### src/rtl/rect_fill_pkg.sv
// Shared types and default screen geometry for the rect_fill engine.
package rect_fill_pkg;

    typedef enum logic [1:0] {IDLE, LOAD, FILL, DONE} state_t;

    typedef enum logic [1:0] {
        MODE_SOLID,
        MODE_XSTRIPE,
        MODE_YSTRIPE,
        MODE_OUTLINE
    } mode_t;

    localparam int DEF_SCREEN_W = 160;
    localparam int DEF_SCREEN_H = 120;

endpackage

### src/rtl/rect_fill_if.sv
// Request/plot bundle between the task controller (master) and rect_fill (slave).
interface rect_fill_if #(
    parameter int X_W      = 8,
    parameter int Y_W      = 7,
    parameter int COLOUR_W = 3
);
    logic                start;
    logic                done;
    logic [X_W-1:0]      x0;
    logic [Y_W-1:0]      y0;
    logic [X_W-1:0]      x1;
    logic [Y_W-1:0]      y1;
    logic [COLOUR_W-1:0] colour;
    logic [1:0]          mode;
    logic [X_W-1:0]      vga_x;
    logic [Y_W-1:0]      vga_y;
    logic [COLOUR_W-1:0] vga_colour;
    logic                vga_plot;

    modport master (
        output start, x0, y0, x1, y1, colour, mode,
        input  done, vga_x, vga_y, vga_colour, vga_plot
    );

    modport slave (
        input  start, x0, y0, x1, y1, colour, mode,
        output done, vga_x, vga_y, vga_colour, vga_plot
    );
endinterface

### src/rtl/rect_scan_ctr.sv
// Column-major 2-D scan counter (y inner). Counters carry one spare bit so
// the right/bottom bound never wraps. Outline edge flag only with RECT_FILL_OUTLINE_EN.
module rect_scan_ctr #(
    parameter int X_W = 8,
    parameter int Y_W = 7
) (
    input  logic           clk,
    input  logic           rst_n,
    input  logic           load,
    input  logic           en,
    input  logic [X_W:0]   ld_x0,
    input  logic [Y_W:0]   ld_y0,
    input  logic [X_W:0]   ld_x1,
    input  logic [Y_W:0]   ld_y1,
    output logic [X_W-1:0] x,
    output logic [Y_W-1:0] y,
    output logic           last
`ifdef RECT_FILL_OUTLINE_EN
    ,
    output logic           on_edge
`endif
);
    logic [X_W:0] x_q, x1_q;
    logic [Y_W:0] y_q, y0_q, y1_q;
`ifdef RECT_FILL_OUTLINE_EN
    logic [X_W:0] x0_q;
`endif

    always_ff @(posedge clk or negedge rst_n) begin
        if (!rst_n) begin
            x_q  <= '0;
            y_q  <= '0;
            y0_q <= '0;
            x1_q <= '0;
            y1_q <= '0;
`ifdef RECT_FILL_OUTLINE_EN
            x0_q <= '0;
`endif
        end else if (load) begin
            x_q  <= ld_x0;
            y_q  <= ld_y0;
            y0_q <= ld_y0;
            x1_q <= ld_x1;
            y1_q <= ld_y1;
`ifdef RECT_FILL_OUTLINE_EN
            x0_q <= ld_x0;
`endif
        end else if (en) begin
            if (y_q == y1_q) begin
                y_q <= y0_q;
                x_q <= x_q + 1'b1;
            end else begin
                y_q <= y_q + 1'b1;
            end
        end
    end

    assign x    = x_q[X_W-1:0];
    assign y    = y_q[Y_W-1:0];
    assign last = (x_q == x1_q) && (y_q == y1_q);

`ifdef RECT_FILL_OUTLINE_EN
    assign on_edge = (x_q == x0_q) || (x_q == x1_q) || (y_q == y0_q) || (y_q == y1_q);
`endif

endmodule

### src/rtl/rect_fill.sv
// Rectangle / full-screen fill engine for the VGA adapter, one pixel per clock.
// Define RECT_FILL_OUTLINE_EN to enable the perimeter-only mode (mode 11).
module rect_fill
    import rect_fill_pkg::*;
#(
    parameter int SCREEN_W = DEF_SCREEN_W,
    parameter int SCREEN_H = DEF_SCREEN_H,
    parameter int X_W      = 8,
    parameter int Y_W      = 7,
    parameter int COLOUR_W = 3
) (
    input logic        clk,
    input logic        rst_n,
    rect_fill_if.slave bus
);
    localparam logic [X_W:0] X_MAX = (X_W+1)'(SCREEN_W - 1);
    localparam logic [Y_W:0] Y_MAX = (Y_W+1)'(SCREEN_H - 1);

    state_t              state, state_nx;
    mode_t               mode_q;
    logic [COLOUR_W-1:0] colour_q;
    logic [COLOUR_W-1:0] colour_c;
    logic [X_W:0]        cx1_c;
    logic [Y_W:0]        cy1_c;
    logic                empty_c;
    logic                plot_en;
    logic [X_W-1:0]      scan_x;
    logic [Y_W-1:0]      scan_y;
    logic                scan_last;
    logic                done_q;
    logic                plot_q;
    logic [X_W-1:0]      vx_q;
    logic [Y_W-1:0]      vy_q;
    logic [COLOUR_W-1:0] vc_q;
`ifdef RECT_FILL_OUTLINE_EN
    logic                scan_edge;
`endif

    // Clip only the far corner; an origin past the screen leaves the rect empty.
    always_comb begin
        cx1_c   = ({1'b0, bus.x1} > X_MAX) ? X_MAX : {1'b0, bus.x1};
        cy1_c   = ({1'b0, bus.y1} > Y_MAX) ? Y_MAX : {1'b0, bus.y1};
        empty_c = ({1'b0, bus.x0} > cx1_c) || ({1'b0, bus.y0} > cy1_c);
    end

    rect_scan_ctr #(.X_W(X_W), .Y_W(Y_W)) u_scan (
        .clk     (clk),
        .rst_n   (rst_n),
        .load    (state == LOAD),
        .en      (state == FILL),
        .ld_x0   ({1'b0, bus.x0}),
        .ld_y0   ({1'b0, bus.y0}),
        .ld_x1   (cx1_c),
        .ld_y1   (cy1_c),
        .x       (scan_x),
        .y       (scan_y),
        .last    (scan_last)
`ifdef RECT_FILL_OUTLINE_EN
        ,
        .on_edge (scan_edge)
`endif
    );

    always_ff @(posedge clk or negedge rst_n) begin
        if (!rst_n) state <= IDLE;
        else        state <= state_nx;
    end

    always_comb begin
        state_nx = state;
        case (state)
            IDLE: if (bus.start) state_nx = LOAD;
            LOAD: state_nx = empty_c ? DONE : FILL;
            FILL: if (scan_last) state_nx = DONE;
            DONE: if (!bus.start) state_nx = IDLE;
            default: state_nx = IDLE;
        endcase
    end

    always_comb begin
        case (mode_q)
            MODE_XSTRIPE: colour_c = scan_x[COLOUR_W-1:0];
            MODE_YSTRIPE: colour_c = scan_y[COLOUR_W-1:0];
            default:      colour_c = colour_q;
        endcase
`ifdef RECT_FILL_OUTLINE_EN
        plot_en = (mode_q != MODE_OUTLINE) || scan_edge;
`else
        plot_en = 1'b1;
`endif
    end

    // Outputs lag the counter by one register, so the last plot is visible
    // while the FSM is already in DONE; done itself follows a cycle later.
    always_ff @(posedge clk or negedge rst_n) begin
        if (!rst_n) begin
            mode_q   <= MODE_SOLID;
            colour_q <= '0;
            plot_q   <= 1'b0;
            vx_q     <= '0;
            vy_q     <= '0;
            vc_q     <= '0;
            done_q   <= 1'b0;
        end else begin
            if (state == LOAD) begin
                mode_q   <= mode_t'(bus.mode);
                colour_q <= bus.colour;
            end
            plot_q <= (state == FILL) && plot_en;
            if (state == FILL) begin
                vx_q <= scan_x;
                vy_q <= scan_y;
                vc_q <= colour_c;
            end
            // First DONE cycle always raises done; after that it tracks start.
            done_q <= (state == DONE) && (bus.start || !done_q);
        end
    end

    assign bus.done       = done_q;
    assign bus.vga_plot   = plot_q;
    assign bus.vga_x      = vx_q;
    assign bus.vga_y      = vy_q;
    assign bus.vga_colour = vc_q;

endmodule
### src/flat_wrapper.sv
// flat-port wrapper written by rule: the top's interface ports become plain ports
module rect_fill_flat import rect_fill_pkg::*;
#(
    parameter int SCREEN_W = DEF_SCREEN_W,
    parameter int SCREEN_H = DEF_SCREEN_H,
    parameter int X_W      = 8,
    parameter int Y_W      = 7,
    parameter int COLOUR_W = 3
)
  (clk, rst_n, bus_start, bus_x0, bus_y0, bus_x1, bus_y1, bus_colour, bus_mode, bus_done, bus_vga_x, bus_vga_y, bus_vga_colour, bus_vga_plot);
  rect_fill_if #(.X_W(X_W), .Y_W(Y_W), .COLOUR_W(COLOUR_W)) bus_i ();
  input logic clk;
  input logic rst_n;
  input wire logic [$bits(bus_i.start)-1:0] bus_start;
  input wire logic [$bits(bus_i.x0)-1:0] bus_x0;
  input wire logic [$bits(bus_i.y0)-1:0] bus_y0;
  input wire logic [$bits(bus_i.x1)-1:0] bus_x1;
  input wire logic [$bits(bus_i.y1)-1:0] bus_y1;
  input wire logic [$bits(bus_i.colour)-1:0] bus_colour;
  input wire logic [$bits(bus_i.mode)-1:0] bus_mode;
  output wire logic [$bits(bus_i.done)-1:0] bus_done;
  output wire logic [$bits(bus_i.vga_x)-1:0] bus_vga_x;
  output wire logic [$bits(bus_i.vga_y)-1:0] bus_vga_y;
  output wire logic [$bits(bus_i.vga_colour)-1:0] bus_vga_colour;
  output wire logic [$bits(bus_i.vga_plot)-1:0] bus_vga_plot;
  assign bus_i.start = bus_start;
  assign bus_i.x0 = bus_x0;
  assign bus_i.y0 = bus_y0;
  assign bus_i.x1 = bus_x1;
  assign bus_i.y1 = bus_y1;
  assign bus_i.colour = bus_colour;
  assign bus_i.mode = bus_mode;
  assign bus_done = bus_i.done;
  assign bus_vga_x = bus_i.vga_x;
  assign bus_vga_y = bus_i.vga_y;
  assign bus_vga_colour = bus_i.vga_colour;
  assign bus_vga_plot = bus_i.vga_plot;
  rect_fill #(.SCREEN_W(SCREEN_W), .SCREEN_H(SCREEN_H), .X_W(X_W), .Y_W(Y_W), .COLOUR_W(COLOUR_W)) u_core (.clk(clk), .rst_n(rst_n), .bus(bus_i));
endmodule
### config.mk
export PLATFORM = sky130hd
export DESIGN_NAME = rect_fill_flat
export DESIGN_NICKNAME = d
export VERILOG_FILES = /design/src/rtl/rect_fill_pkg.sv /design/src/rtl/rect_fill_if.sv /design/src/rtl/rect_scan_ctr.sv /design/src/rtl/rect_fill.sv /design/src/flat_wrapper.sv
export SDC_FILE = /design/constraint.sdc
export NUM_CORES = 1
export LEC_CHECK = 0
export BUFFER_PORTS_ARGS = -buffer_cell sky130_fd_sc_hd__buf_4
export CAP_MARGIN = 20
export CORE_MARGIN = 8
export CORE_UTILIZATION = 45
export DETAILED_ROUTE_END_ITERATION = 8
export GPL_ROUTABILITY_DRIVEN = 0
export PLACE_DENSITY = 0.66
export SETUP_SLACK_MARGIN = 0.15
export SLEW_MARGIN = 20
export SYNTH_ARGS = -nofsm -noshare
export SYNTH_HDL_FRONTEND = slang
export SYNTH_SLANG_ARGS = --single-unit
### constraint.sdc
create_clock -name clk -period 2 [get_ports clk]
set_input_delay 0.4 -clock clk [delete_from_list [all_inputs] [get_ports clk]]
set_output_delay 0.4 -clock clk [all_outputs]
set_load 0.01 [all_outputs]
# == Word-level counts from Yosys, hierarchy flattened ==
# Cells that the tools add are included.
# op_classes
mux,14
eq_ne,10
n_reduce_logical,10
addsub,2
order_cmp,4
# ops
operator,n
8-bit two-way mux,4
9-bit two-way mux,3
9-bit by 1-bit adder with 9-bit output (second input constant),1
9-bit == test,1
8-bit by 9-bit greater-than comparator with 1-bit output,1
8-bit by 1-bit adder with 8-bit output (second input constant),1
8-bit == test,1
7-bit by 8-bit greater-than comparator with 1-bit output,1
8-bit greater-than comparator (second input constant),1
2-bit case mux with 4 select lines,1
7-bit greater-than comparator (second input constant),1
7-bit two-way mux,1
2-bit == test (second input constant),3
2-bit two-way mux,3
3-bit case mux with 2 select lines,1
2-bit by 1-bit == test with 1-bit output (second input constant),2
2-bit != test (second input constant),2
2-bit nonzero test,2
3-bit AND reduction,1
1-bit logical AND,2
2-bit logical NOT,1
1-bit logical OR,2
2-bit by 1-bit != test with 1-bit output (second input constant),1
2-bit AND reduction,1
other kinds (2),2
# word_totals
reg_bits,68
out_inout_bits,20
word_cells,53
in_bits,38

# == Logic depth before layout (Yosys ltp) ==
# Gate-level depths: netlist of the first run.
# depth
word_depth,6
mapped_depth,9
ltp_nobuf,9

# == By module ==
# Synthesis of the first run repeated with hierarchy kept, for this count alone.
# unflattened
hier_cells,385
hier_area_um2,4100.2
# modules_own_cells
module,cells_each,seq_area_each_um2,n_inst,area_each_um2
rect_scan_ctr,222,1051.0,1,2454.9
rect_fill,163,675.6,1,1645.3

# == Worst setup path before layout of the first run ==
# No wires, ideal clock.
# synth_path
path_kind,register -> register
start,reg u_core.state[0]
end,reg u_core.u_scan.x_q[1]
stages_incl_launch_ff,8
slack_ps,-10
period_less_slack_ps,2010
t_arrival_ps,1875
path_buffers,1
setup_ps,136
required_time_ps,1864
path_cell_list,dfrtp_1 inv_1 ha_1 clkbuf_1 clkinv_1 or4_1 o21ai_0 a21oi_1
# synth_via
elab_chain_len,3
word_cells_on_any_way,6
cone_classes,eq/ne (2); mux (1); reduce/logical (3)
# synth_rtl
element,line_no,rtl
"start, declared",rect_fill.sv:19,"state_t state, state_nx;"
"start signal, assigned",rect_fill.sv:66,else state <= state_nx;
2-bit by 1-bit == test with 1-bit output / 2-bit == test (equally long branches),"rect_fill.sv:49, rect_fill.sv:50",
2-bit nonzero test (no line),--,
2-bit AND reduction (no line),--,
"end signal, assigned",rect_scan_ctr.sv:40,x_q <= ld_x0;
"end signal, assigned",rect_scan_ctr.sv:51,x_q <= x_q + 1'b1;
"end, declared",rect_scan_ctr.sv:23,"logic [X_W:0] x_q, x1_q;"
# Parallel ways exist; a longest one is shown, timed or not.
# A chain may end at the register's enable or synchronous reset.

# == Worst setup path in the final report of the first run ==
# layout_path
start,reg u_core.u_scan.y1_q[4]
end,reg u_core.u_scan.y_q[0]
# layout_via
elab_chain_len,4
# layout_rtl
element,line_no,rtl
"start, declared",rect_scan_ctr.sv:24,"logic [Y_W:0] y_q, y0_q, y1_q;"
"start signal, assigned",rect_scan_ctr.sv:44,y1_q <= ld_y1;
8-bit == test,rect_scan_ctr.sv:49,if (y_q == y1_q) begin
8-bit two-way mux,rect_scan_ctr.sv:49,
8-bit two-way mux,rect_scan_ctr.sv:48,end else if (en) begin
8-bit two-way mux,rect_scan_ctr.sv:39,end else if (load) begin
"end signal, assigned",rect_scan_ctr.sv:41,y_q <= ld_y0;
"end signal, assigned",rect_scan_ctr.sv:50,y_q <= y0_q;
"end signal, assigned",rect_scan_ctr.sv:53,y_q <= y_q + 1'b1;
"end, declared",rect_scan_ctr.sv:24,
# No other way between the ends. The select of a mux whose other input is x is not followed.

==> metrics.md, run 1 <==
| Metric | Value |
|---|---|
| DRT Pass-1 Iters | `4` |
| Total power draw | `2830 uW` |
| Vias | `3118` |
| Worst Tran Pin Value | `395 ps` |
| FF+latch area | `0.00165 mm2` |
| Synth cell types | `52` |
| Hold Fails Final Rpt | `0` |
| IO Pins | `58` |
| Switching pwr | `655 uW` |
| DRC | `0` |
| Die X-Extent | `107 um` |
| Die area | `0.0114 mm2` |
| Fin. max-slew vios | `0` |
| Cell taking the most area after synthesis | `dfrtp_1` |
| Power density cells | `572 mW/mm2` |
| Quantity of I/O buffers inserted on ports | `57` |
| Die H | `107 um` |
| P&R area growth vs syn | `32.8%` |
| Worst setup margin | `16.2 ps` |
| Worst skew pair latency | `350 ps` |
| Core Area | `0.00813 mm2` |
| Worst vdd ir | `0.000289 V` |
| Finish-stage setup viols | `0` |
| Gr usage total | `17.2%` |
| Fill cells | `682` |
| CTS Sinks | `66` |
| Post-Syn Area | `0.00372 mm2` |
| Wire per inst | `16.7 um` |
| Power Internal | `2170 uW` |
| Routed WL | `9.54 mm` |
| # nets final | `524` |
| Synthesized flop and latch total | `66` |
| Final TNS setup | `0 ps` |
| CP Capture Type | `flip-flop` |
| Footprint of the multi-input gates | `0.00203 mm2` |
| Data arrival time of the worst path | `2210 ps` |
| Worst R2R Path Depth | `7` |
| Leading cell type in the layout, fill and taps excluded | `buf_4` |
| WHS | `252 ps` |
| Min-Delay Path Depth | `3` |
| 1st-iter DRT viols | `163` |
| Largest cells by area after synthesis | `dfrtp_1 (44%), mux2_2 (9.1%), ha_1 (8.1%), o21ai_0 (3.1%), nand2_1 (2.8%)` |
| Clk pwr share | `45.8%` |
| CTS Buffer Depth | `2` |
| Dpl cells | `549` |
| Post-DRT Antenna Nets | `0` |
| Initial Utilization | `45.8%` |
| CP Max Fanout | `3` |
| Worst EP required | `2230 ps` |
| Layout cells sized above 1 | `37.9%` |
| Root Driver | `clkbuf_8` |
| WS Path Type | `flip-flop to flip-flop` |
| Unrepaired setup endpoints after global routing | `yes` |
| Max_cap viols | `0` |
| Place WS | `-146 ps` |
| Global-route wire length before repair | `15.8 mm` |
| Cells after Synth | `368` |
| Sequential power share | `47.1%` |
| CTS tree | `built` |
| Max Clk Rate | `504 MHz` |
| Startpoint Class | `flip-flop` |
| Relative slew slack | `73.6%` |
| Fin cells | `572` |
| Ys flop type | `dfrtp_1` |
| Synth warnings | `0` |
| Most frequent cells in the layout | `buf_4 (97), dfrtp_1 (65), mux2_2 (30)` |
| EDFF count, synth | `0` |
| Clk slew on worst S/H paths | `80 ps` |
| Asr flop ratio synth | `100%` |
| Antenna diodes | `0` |
| CTS Buf Count | `9` |
| Period utilisation layout | `99.2%` |
| Final min period | `1980 ps` |
| DP HPWL | `7.14 mm` |
| Vias in the first global route | `3228` |
| Syn_area_per_cell | `10.1 um2` |
| Combinational share of power | `7.1%` |
| Switching Share | `23.2%` |
| Leak Pwr | `0.00235 uW` |
| Clock skew | `9.80 ps` |
| CTS H-tree lvls | `3` |
| Outcome | `complete, no violations` |
| Initial antenna violation count | `0` |
| Syn Nets | `430` |
| Post-DR vias/cell | `5.45` |
| Sequential share of the synthesized area | `44.3%` |
| Hold/Removal Path Class | `primary input to flip-flop` |
| Total gr overflow | `0` |
| Num rows | `33` |
| Synth top area share | `44.3%` |
| Largest net degree at the start of global routing | `46` |
-- synth_stat cells, types with 2 or more instances --
master / number
a211o_1: 2
o21ai_0: 23
o211ai_1: 4
dfrtp_1: 66
o22ai_1: 8
xnor2_1: 10
a22oi_1: 3
nor4_2: 2
clkbuf_1: 16
mux2i_1: 6
mux2_2: 30
inv_1: 17
nand3_1: 13
ha_1: 24
clkinv_1: 2
a21oi_1: 15
a211oi_1: 3
a31oi_1: 8
nor3_1: 6
buf_6: 3
or4_1: 2
nor4_1: 3
nor2_1: 27
and3_1: 4
xor2_1: 10
nand4_1: 7
nand2_1: 28
o41ai_1: 2
-- worst paths after layout --
| path | startpoint | endpoint | slack, ps |
|---|---|---|---|
| max in group asynchronous | rst_n | u_core.u_scan.y1_q[2] | 980 |
| worst max register to register | u_core.u_scan.y1_q[4] | u_core.u_scan.y_q[0] | 20 |
| worst min register to register | u_core.bus.done | u_core.bus.done | 470 |
| worst min-delay path | bus_mode[1] | u_core.mode_q[1] | 250 |
| worst max-delay path | u_core.u_scan.y1_q[4] | u_core.u_scan.y_q[0] | 20 |
| min in group asynchronous | rst_n | u_core.u_scan.x_q[3] | 480 |
-- cells by family after synthesis --
family,count (synthesis),share of synthesized area (%)
adders and majority gates,24,8.06
DFF,66,44.3
muxes,36,10.7
xor gates and xnor gates,20,4.70
AOI/OAI and AO/OA,81,13.8
buffers and inverters,40,5.01
and+or+nand+nor,101,13.4
-- stage by stage --
step | instance area [um2] | utilization, %
finish | 4950 | 60.8
global route | 4950 | 60.8
CTS | 4910 | 60.3
detailed placement | 4580 | 56.3
global placement | 4580 | 56.3
floorplan | 3800 | -
-- power groups by stage --
stage | Sequential [uW] | Clock (uW) | Combinational [uW]
6_report | 1330 | 1300 | 201
5_1_grt | 1330 | 1380 | 225
4_1_cts | 1330 | 1310 | 204
3_5_place_dp | 1360 | 0 | 201
3_3_place_gp | 1360 | 0 | 197
2_1_floorplan | 1360 | 0 | 66.1
-- routing by layer --
metal  vias up  global-route usage [%]  wire (um)
met5         -                       0          0
met4         0                    6.73        159
met3        14                    3.90        427
met2        55                    26.5       4410
met1      1534                    23.1       4550
li1       1515                       -          -
-- final cells by class --
| cell class | count | share of cell area [%] |
|---|---|---|
| Timing Repair Buffer | 104 | 16.8 |
| Inverter | 19 | 1.54 |
| Clock buffer | 10 | 2.78 |
| Multi-Input combinational cell | 262 | 41.0 |
| Clock inverter | 6 | 1.82 |
| Tap cell | 105 | 2.66 |
| Sequential cell | 66 | 33.4 |
-- critical path, stage by stage (launching register included) --
cell       delay [ps]
dfrtp_1           410
xor2_2            200
buf_4             160
nor4_4            340
buf_4             180
a21oi_1            80
a2111oi_1         400
nor2_1            100
-- timing repair --
action / CTS / global route
endpoints found under the hold margin: 21 / 0
endpoints found under the setup margin: 13 / 19
hold buffers: 1 / 0
gates resized for setup: 11 / 8
setup buffers: 4 / 2
pin swaps: 8 / 11
-- registers in the layout, summed over array words and instances, names as in the netlist --
signal,flops
u_core.u_scan.x_q,9
u_core.bus.vga_x,8
u_core.u_scan.x1_q,8
u_core.u_scan.y_q,8
u_core.bus.vga_y,7
u_core.u_scan.y0_q,7
u_core.u_scan.y1_q,7
u_core.bus.vga_colour,3
u_core.colour_q,3
u_core.mode_q,2
u_core.state,2
u_core.bus.done,1
u_core.bus.vga_plot,1
(Power assumes the default switching activity.)
==> run 2, diff against run 1 <==
Settings changed: ABC_AREA set to 1, CAP_MARGIN 20 to 25.
==> run 2 against run 1 <==
Non-clock buffer count is 33 lower; setup slack improved by 240 ps; highest routed layer unchanged; via count rose by 6.4%; largest power group is now combinational cells.
==> metrics.md, run 2 <==
| Metric | Value |
|---|---|
| Outcome | `complete, no violations` |
| Worst Tran Pin Value | `426 ps (+31.1 ps)` |
| IO Pins | `58 (unchanged)` |
| CTS Buffer Depth | `2 (unchanged)` |
| Antenna diodes | `0 (unchanged)` |
| Most frequent cell after synthesis | `nand2_1` |
| Biggest register | `u_core.u_scan.x_q` |
| Layout cells sized above 1 | `18.1% (-20 points)` |
| Final TNS setup | `0 ps (unchanged)` |
| Gr usage total | `17.0% (-0.29 points)` |
| Relative slew slack | `71.6% (-2.0 points)` |
| CP Capture Type | `flip-flop` |
| Asr flop ratio synth | `100% (unchanged)` |
| Worst EP required | `2260 ps (+30 ps)` |
| Initial Utilization | `46.6% (+0.77 points)` |
| Final instance area | `0.00462 mm2 (-6.5%)` |
| Leak Pwr | `0.00249 uW (+6.2%)` |
| Finish-stage setup viols | `0 (unchanged)` |
| CP Max Fanout | `16 (+13)` |
| Hold/Removal Path Class | `primary input to flip-flop` |
| Post-DR vias/cell | `4.85 (-11%)` |
| Setup Fix Bufs, Post-CTS | `0 (-4)` |
| Clk slew on worst S/H paths | `70 ps (about the same)` |
| Global-route wire length before repair | `15.9 mm (+0.65%)` |
| Synth top area share | `43.2% (-1.2 points)` |
| Post-synth top cells | `nand2_1 (178), dfrtp_1 (66), inv_1 (57)` |
| # nets final | `636 (+21%)` |
| Post-synthesis mux area share | `0% (-11 points)` |
| Quantity of I/O buffers inserted on ports | `57 (unchanged)` |
| Worst vdd ir | `0.000524 V (+81%)` |
| Sequential share of the synthesized area | `43.2% (-1.2 points)` |
| Synth warnings | `0 (unchanged)` |
| Leading cell type in the layout, fill and taps excluded | `nand2_1` |
| CTS H-tree lvls | `3 (unchanged)` |
| Place WS | `-69.3 ps (+77.2 ps)` |
| Largest net degree at the start of global routing | `45 (-2.2%)` |
| Die X-Extent | `108 um (+1.1%)` |
| Total gr overflow | `0 (unchanged)` |
| Vias | `3318 (+6.4%)` |
| Syn Nets | `568 (+32%)` |
| Most frequent cells in the layout | `nand2_1 (178), buf_4 (67), dfrtp_1 (66)` |
| P&R area growth vs syn | `20.9%` |
| Unrepaired setup endpoints after global routing | `yes` |
| Worst setup margin | `253 ps (+237 ps)` |
| Worst skew pair latency | `340 ps (about the same)` |
| Power density cells | `1550 mW/mm2 (+170%)` |
| EDFF count, synth | `0 (unchanged)` |
| Num rows | `33 (unchanged)` |
| DRT Pass-1 Iters | `4 (unchanged)` |
| Post-DRT Antenna Nets | `0 (unchanged)` |
| DP HPWL | `7.12 mm (-0.27%)` |
| Cells after Synth | `506 (+38%)` |
| CTS tree | `built` |
| Die area | `0.0117 mm2 (+2.3%)` |
| Synth Area in XOR/XNOR | `2.98% (-1.7 points)` |
| Routed WL | `9.37 mm (-1.8%)` |
| Post-synthesis compound-gate area fraction | `11.7% (-2.1 points)` |
| WS Path Type | `flip-flop to flip-flop` |
| Max_cap viols | `0 (unchanged)` |
| Ys flop type | `dfrtp_1` |
| Core Area | `0.00822 mm2 (+1.0%)` |
| Placed cell area | `0.00445 mm2 (-2.9%)` |
| Die H | `108 um (+1.1%)` |
| Synth cell types | `31 (-40%)` |
| Data arrival time of the worst path | `2010 ps (-200 ps)` |
| Root Driver | `clkbuf_8` |
| Clock skew | `10.2 ps (+0.350 ps)` |
| Fin cells | `684 (+20%)` |
| Sequential power share | `34.9% (-12 points)` |
| CTS Sinks | `66 (unchanged)` |
| Wire per inst | `13.7 um (-18%)` |
| Dpl cells | `667 (+21%)` |
| Period utilisation layout | `87.3% (-12 points)` |
| Cell taking the most area after synthesis | `dfrtp_1` |
| Vias in the first global route | `3261 (+1.0%)` |
| Clk pwr share | `13.4% (-32 points)` |
| Largest cells by area after synthesis | `dfrtp_1 (43%), nand2_1 (17%), ha_1 (7.8%), inv_1 (5.6%), o21ai_0 (5.5%)` |
| Max FFs per register | `9 (unchanged)` |
| Post-synthesis adder-cell area fraction | `7.85% (-0.21 points)` |
| Combinational share of power | `51.7% (+45 points)` |
| Switching pwr | `3210 uW (+390%)` |
| Max Clk Rate | `572 MHz (+14%)` |
| Fin. max-slew vios | `0 (unchanged)` |
| 1st-iter DRT viols | `185 (+13%)` |
| Hold Fails Final Rpt | `0 (unchanged)` |
| Initial antenna violation count | `0 (unchanged)` |
| DRC | `0 (unchanged)` |
| Power Internal | `3960 uW (+82%)` |
| Post-Synth Simple-Gate Area | `26.1% (+13 points)` |
| Syn_area_per_cell | `7.56 um2 (-25%)` |
| Post-Syn Area | `0.00383 mm2 (+2.7%)` |
| Synthesized flop and latch total | `66 (unchanged)` |
| Startpoint Class | `flip-flop` |
| Largest family of logic cells by synthesized area | `simple AND/OR/NAND/NOR gates` |
| CTS Buf Count | `9 (unchanged)` |
| Final min period | `1750 ps (-237 ps)` |
| Switching Share | `44.8% (+22 points)` |
-- run 2: cell count changes after synthesis, sizes merged, moves of 5 or more --
cell	previous run	this run
o21ai	24	49
o22ai	8	3
mux2i	6	0
nor2	27	37
a31oi	8	1
nand2	29	183
inv	17	61
xnor2	10	4
mux2	30	0
clkbuf	17	11
a21oi	15	29
-- run 2: layout make-up --
cell class                 instances  area, um2
timing repair buffer              71        573
fill                             795       3590
clock inverter                     3       15.0
multi-input combinational        364       1860
clock buffer                      13        149
inverter                          62        241
tap                              105        131
sequential                        66       1650
-- run 2: logic make-up (layout without fill, tap and decap cells) --
group | after synthesis | after routing
compound gates | 83 | 83
xor+xnor | 13 | 13
flops | 66 | 66
fa+ha+maj | 24 | 24
buf+inv | 76 | 149
simple gates | 244 | 244
-- run 2: final timing paths --
check / from / to / slack (ps) / cells after the start
hold reg to reg: u_core.u_scan.y0_q[1] / u_core.u_scan.y0_q[1] / 470 / 2
max in group asynchronous: rst_n / u_core.u_scan.y1_q[0] / 920 / 3
setup / recovery: u_core.state[1] / u_core.u_scan.x_q[4] / 250 / 8
hold / removal: bus_colour[2] / u_core.colour_q[2] / 270 / 3
min in group asynchronous: rst_n / u_core.bus.done / 540 / 2
setup reg to reg: u_core.state[1] / u_core.u_scan.x_q[4] / 250 / 8
-- run 2: what timing repair did --
| action | in CTS | in global routing |
|---|---|---|
| hold buffers | 1 | 0 |
| gates resized for setup | 0 | 2 |
| setup endpoints to repair | 0 | 15 |
| hold endpoints to repair | 10 | 0 |
-- run 2: routing by layer --
layer	track usage, %	share of wire, %	up-vias
li1	-	-	1732
met1	24.2	51	1485
met2	24.1	41	89
met3	3.27	6.2	12
met4	7.63	1.4	0
met5	0	0	-
-- run 2: per-stage QoR --
step	total power [uW]	util (%)	hold slack, ps
final	7170	56.3	275
after global routing	7880	56.3	274
after CTS	7210	56.2	264
after detailed placement	6210	54.1	364
after global placement	6140	54.1	361
after floorplan	5000	-	104
-- run 2: critical path, stage by stage (launching register included) --
cell        delay (ps)
dfrtp_1            430
inv_1              130
ha_1               230
clkinvlp_4         280
nand2_4            230
nand2_4             90
inv_6              150
nand2_1             90
o21ai_2             60
-- run 2: power groups by stage --
stage / combinational, uW / sequential [uW] / clock, uW
CTS: 3730 / 2500 / 988
floorplan: 2540 / 2460 / 0
global route: 4230 / 2600 / 1050
global placement: 3640 / 2490 / 0
detailed placement: 3700 / 2520 / 0
finish: 3710 / 2500 / 964
==> run 3, diff against run 2 <==
Clock period 2 ns to 1.5 ns, I/O delays scaled along.
==> run 3 against run 2 <==
Critical path depth rose by 4; fmax is 19% higher; sequential share of layout area down 5.1 points; register-to-register slack lost 220 ps; combinational power up 78%; final area rose by 17%; non-clock buffer count up 52; via count is 11% higher; clock power increased by 50%; sequential power rose by 33%; clock-buffer cell count is 1 lower; flip-flop and latch count unchanged; critical endpoint is now u_core.u_scan.y_q[1]; largest power group unchanged.
==> metrics.md, run 3 (synthesis gave the netlist of run 2 again) <==
| Metric | Value |
|---|---|
| Global-route wire length before repair | `16.6 mm (+3.8%)` |
| Gr usage total | `17.7% (+0.78 points)` |
| DRC | `0 (unchanged)` |
| Hold Fails Final Rpt | `0 (unchanged)` |
| Startpoint Class | `flip-flop` |
| Root Driver | `clkbuf_8` |
| Most frequent CP cell | `nand2_1` |
| Antenna diodes | `0 (unchanged)` |
| Vias in the first global route | `3487 (+6.9%)` |
| WS Path Type | `flip-flop to flip-flop` |
| Clk pwr share | `12.7% (-0.7 points)` |
| Power Internal | `6360 uW (+61%)` |
| Final TNS setup | `0 ps (unchanged)` |
| Die H | `108 um (unchanged)` |
| Hold/Removal Path Class | `primary input to flip-flop` |
| Outcome | `complete, no violations` |
| Post-DRT Antenna Nets | `0 (unchanged)` |
| Layout cells sized above 1 | `36.0% (+18 points)` |
| Max_cap viols | `0 (unchanged)` |
| CTS tree | `built` |
| Data arrival time of the worst path | `1690 ps (-320 ps)` |
| Crit-path slowest cell | `dfrtp_2` |
| Setup slack, reg-to-reg | `30 ps (-220 ps)` |
| Critical Path End | `u_core.u_scan.y_q[1]` |
| Die area | `0.0117 mm2 (unchanged)` |
| Core Area | `0.00822 mm2 (unchanged)` |
| Power density cells | `2110 mW/mm2 (+36%)` |
| Clock skew | `6.11 ps (-4.04 ps)` |
| Leading cell type in the layout, fill and taps excluded | `nand2_1` |
| Combinational share of power | `58.1% (+6.4 points)` |
| CP Max Fanout | `6 (-10)` |
| P&R area growth vs syn | `41.3%` |
| Post-DR vias/cell | `4.99 (+2.9%)` |
| Fin. max-slew vios | `0 (unchanged)` |
| Most frequent cells in the layout | `nand2_1 (154), buf_4 (112), dfrtp_1 (63)` |
| Num rows | `33 (unchanged)` |
| Routed WL | `10.5 mm (+12%)` |
| 1st-iter DRT viols | `235 (+27%)` |
| Wire per inst | `14.2 um (+3.7%)` |
| Crit path from | `u_core.u_scan.y_q[1]` |
| CTS Buf Count | `9 (unchanged)` |
| Dpl cells | `701 (+5.1%)` |
| Worst skew pair latency | `340 ps (about the same)` |
| Total gr overflow | `0 (unchanged)` |
| Switching pwr | `5030 uW (+56%)` |
| Quantity of I/O buffers inserted on ports | `57 (unchanged)` |
| Die X-Extent | `108 um (unchanged)` |
| IO Pins | `58 (unchanged)` |
| CP Capture Type | `flip-flop` |
| Worst vdd ir | `0.000796 V (+52%)` |
| Biggest register | `u_core.u_scan.x_q` |
| Max FFs per register | `9 (unchanged)` |
| CTS Sinks | `66 (unchanged)` |
| DRT Pass-1 Iters | `4 (unchanged)` |
| CP max stage delay | `410 ps (-20 ps)` |
| Worst EP required | `1720 ps (-540 ps)` |
| Fin cells | `736 (+7.6%)` |
| Clk slew on worst S/H paths | `70 ps (about the same)` |
| Unrepaired setup endpoints after global routing | `yes` |
| WHS | `175 ps (-99.8 ps)` |
| Initial antenna violation count | `0 (unchanged)` |
| Relative slew slack | `75.7% (+4.1 points)` |
| Final Core Density | `65.8% (+9.5 points)` |
| Critical R2R Launch | `u_core.u_scan.y_q[1]` |
| Sequential power share | `29.1% (-5.8 points)` |
| Vias | `3672 (+11%)` |
| Period utilisation layout | `97.8% (+10 points)` |
| Switching Share | `44.1% (-0.65 points)` |
| Largest net degree at the start of global routing | `45 (unchanged)` |
| Final min period | `1470 ps (-280 ps)` |
| # nets final | `689 (+8.3%)` |
| R2r endpoint | `u_core.u_scan.y_q[1]` |
| CTS H-tree lvls | `3 (unchanged)` |
| Initial Utilization | `46.6% (unchanged)` |
| Leak Pwr | `0.00285 uW (+15%)` |
| CTS Buffer Depth | `2 (unchanged)` |
| Worst R2R Path Depth | `12 (+4)` |
| Worst Tran Pin Value | `364 ps (-61.6 ps)` |
| Finish-stage setup viols | `0 (unchanged)` |
| Critical path, cell by cell | `inv_2 > nand2_1 > nand2_1 > nor2_2 > inv_2 > nor2_4 > nand2_4 > nand2_4 > buf_8 > nand2_1 > nand2_1 > a21oi_1` |
| DP HPWL | `7.71 mm (+8.3%)` |
| Max Clk Rate | `682 MHz (+19%)` |
run 3: layout make-up:
cell class              count  area (um2)
fillers                   702        2810
multi-input cells         364        2160
flip-flops and latches     66        1660
repair buffers            123        1000
inverters                  62         255
clock buffers              12         145
well taps                 105         131
clock inverters             3        40.0
repair inverters            1        16.3
run 3: per-layer routing:
layer | vias to the layer above | routed length [um] | track usage (%)
met5 | - | 0 | 0
met4 | 0 | 96 | 5.45
met3 | 8 | 588 | 3.57
met2 | 83 | 4830 | 26.9
met1 | 1737 | 4950 | 24.8
li1 | 1844 | - | -
run 3: power groups by stage:
stage                     combinational, uW  sequential [uW]  clock (uW)
final                                  6620             3320        1450
after global routing                   7330             3420        1560
after CTS                              5750             3280        1470
after detailed placement               5450             3310           0
after global placement                 5350             3290           0
after floorplan                        3500             3280           0
run 3: stage by stage:
| stage | total power (uW) | cell area (um2) | worst slack [ps] |
|---|---|---|---|
| floorplan | 6790 | 3870 | -22.6 |
| global placement | 8640 | 4730 | -261 |
| detailed placement | 8760 | 4730 | -328 |
| CTS | 10500 | 5040 | 54.4 |
| global route | 12300 | 5410 | -66.4 |
| finish | 11400 | 5410 | 33.0 |
run 3: repair_timing:
action | 4_1_cts | 5_1_grt
buffers inserted | 7 | 10
cloned | 1 | 1
pin swaps | 12 | 20
setup endpoints to repair | 47 | 50
resized for setup | 22 | 76
hold buffers | 1 | 0
hold endpoints to repair | 22 | 0
run 3: how the worst min path moves through the flow:
| stage | endpoint | depth (start not counted) | slack, ps | from |
|---|---|---|---|---|
| floorplan | u_core.bus.done | 0 | 4 | rst_n |
| global placement | u_core.u_scan.x1_q[5] | 1 | 240 | rst_n |
| detailed placement | u_core.u_scan.x1_q[5] | 1 | 240 | rst_n |
| CTS | u_core.colour_q[2] | 3 | 160 | bus_colour[2] |
| global route | u_core.colour_q[1] | 3 | 190 | bus_colour[1] |
| finish | u_core.colour_q[2] | 3 | 180 | bus_colour[2] |
run 3: worst max-delay path, delay by kind of cell, from the launching register on:
kind	cells	cell delay, ps
flops	1	410
simple gates	8	640
buf+inv	3	250
compound gates	1	50
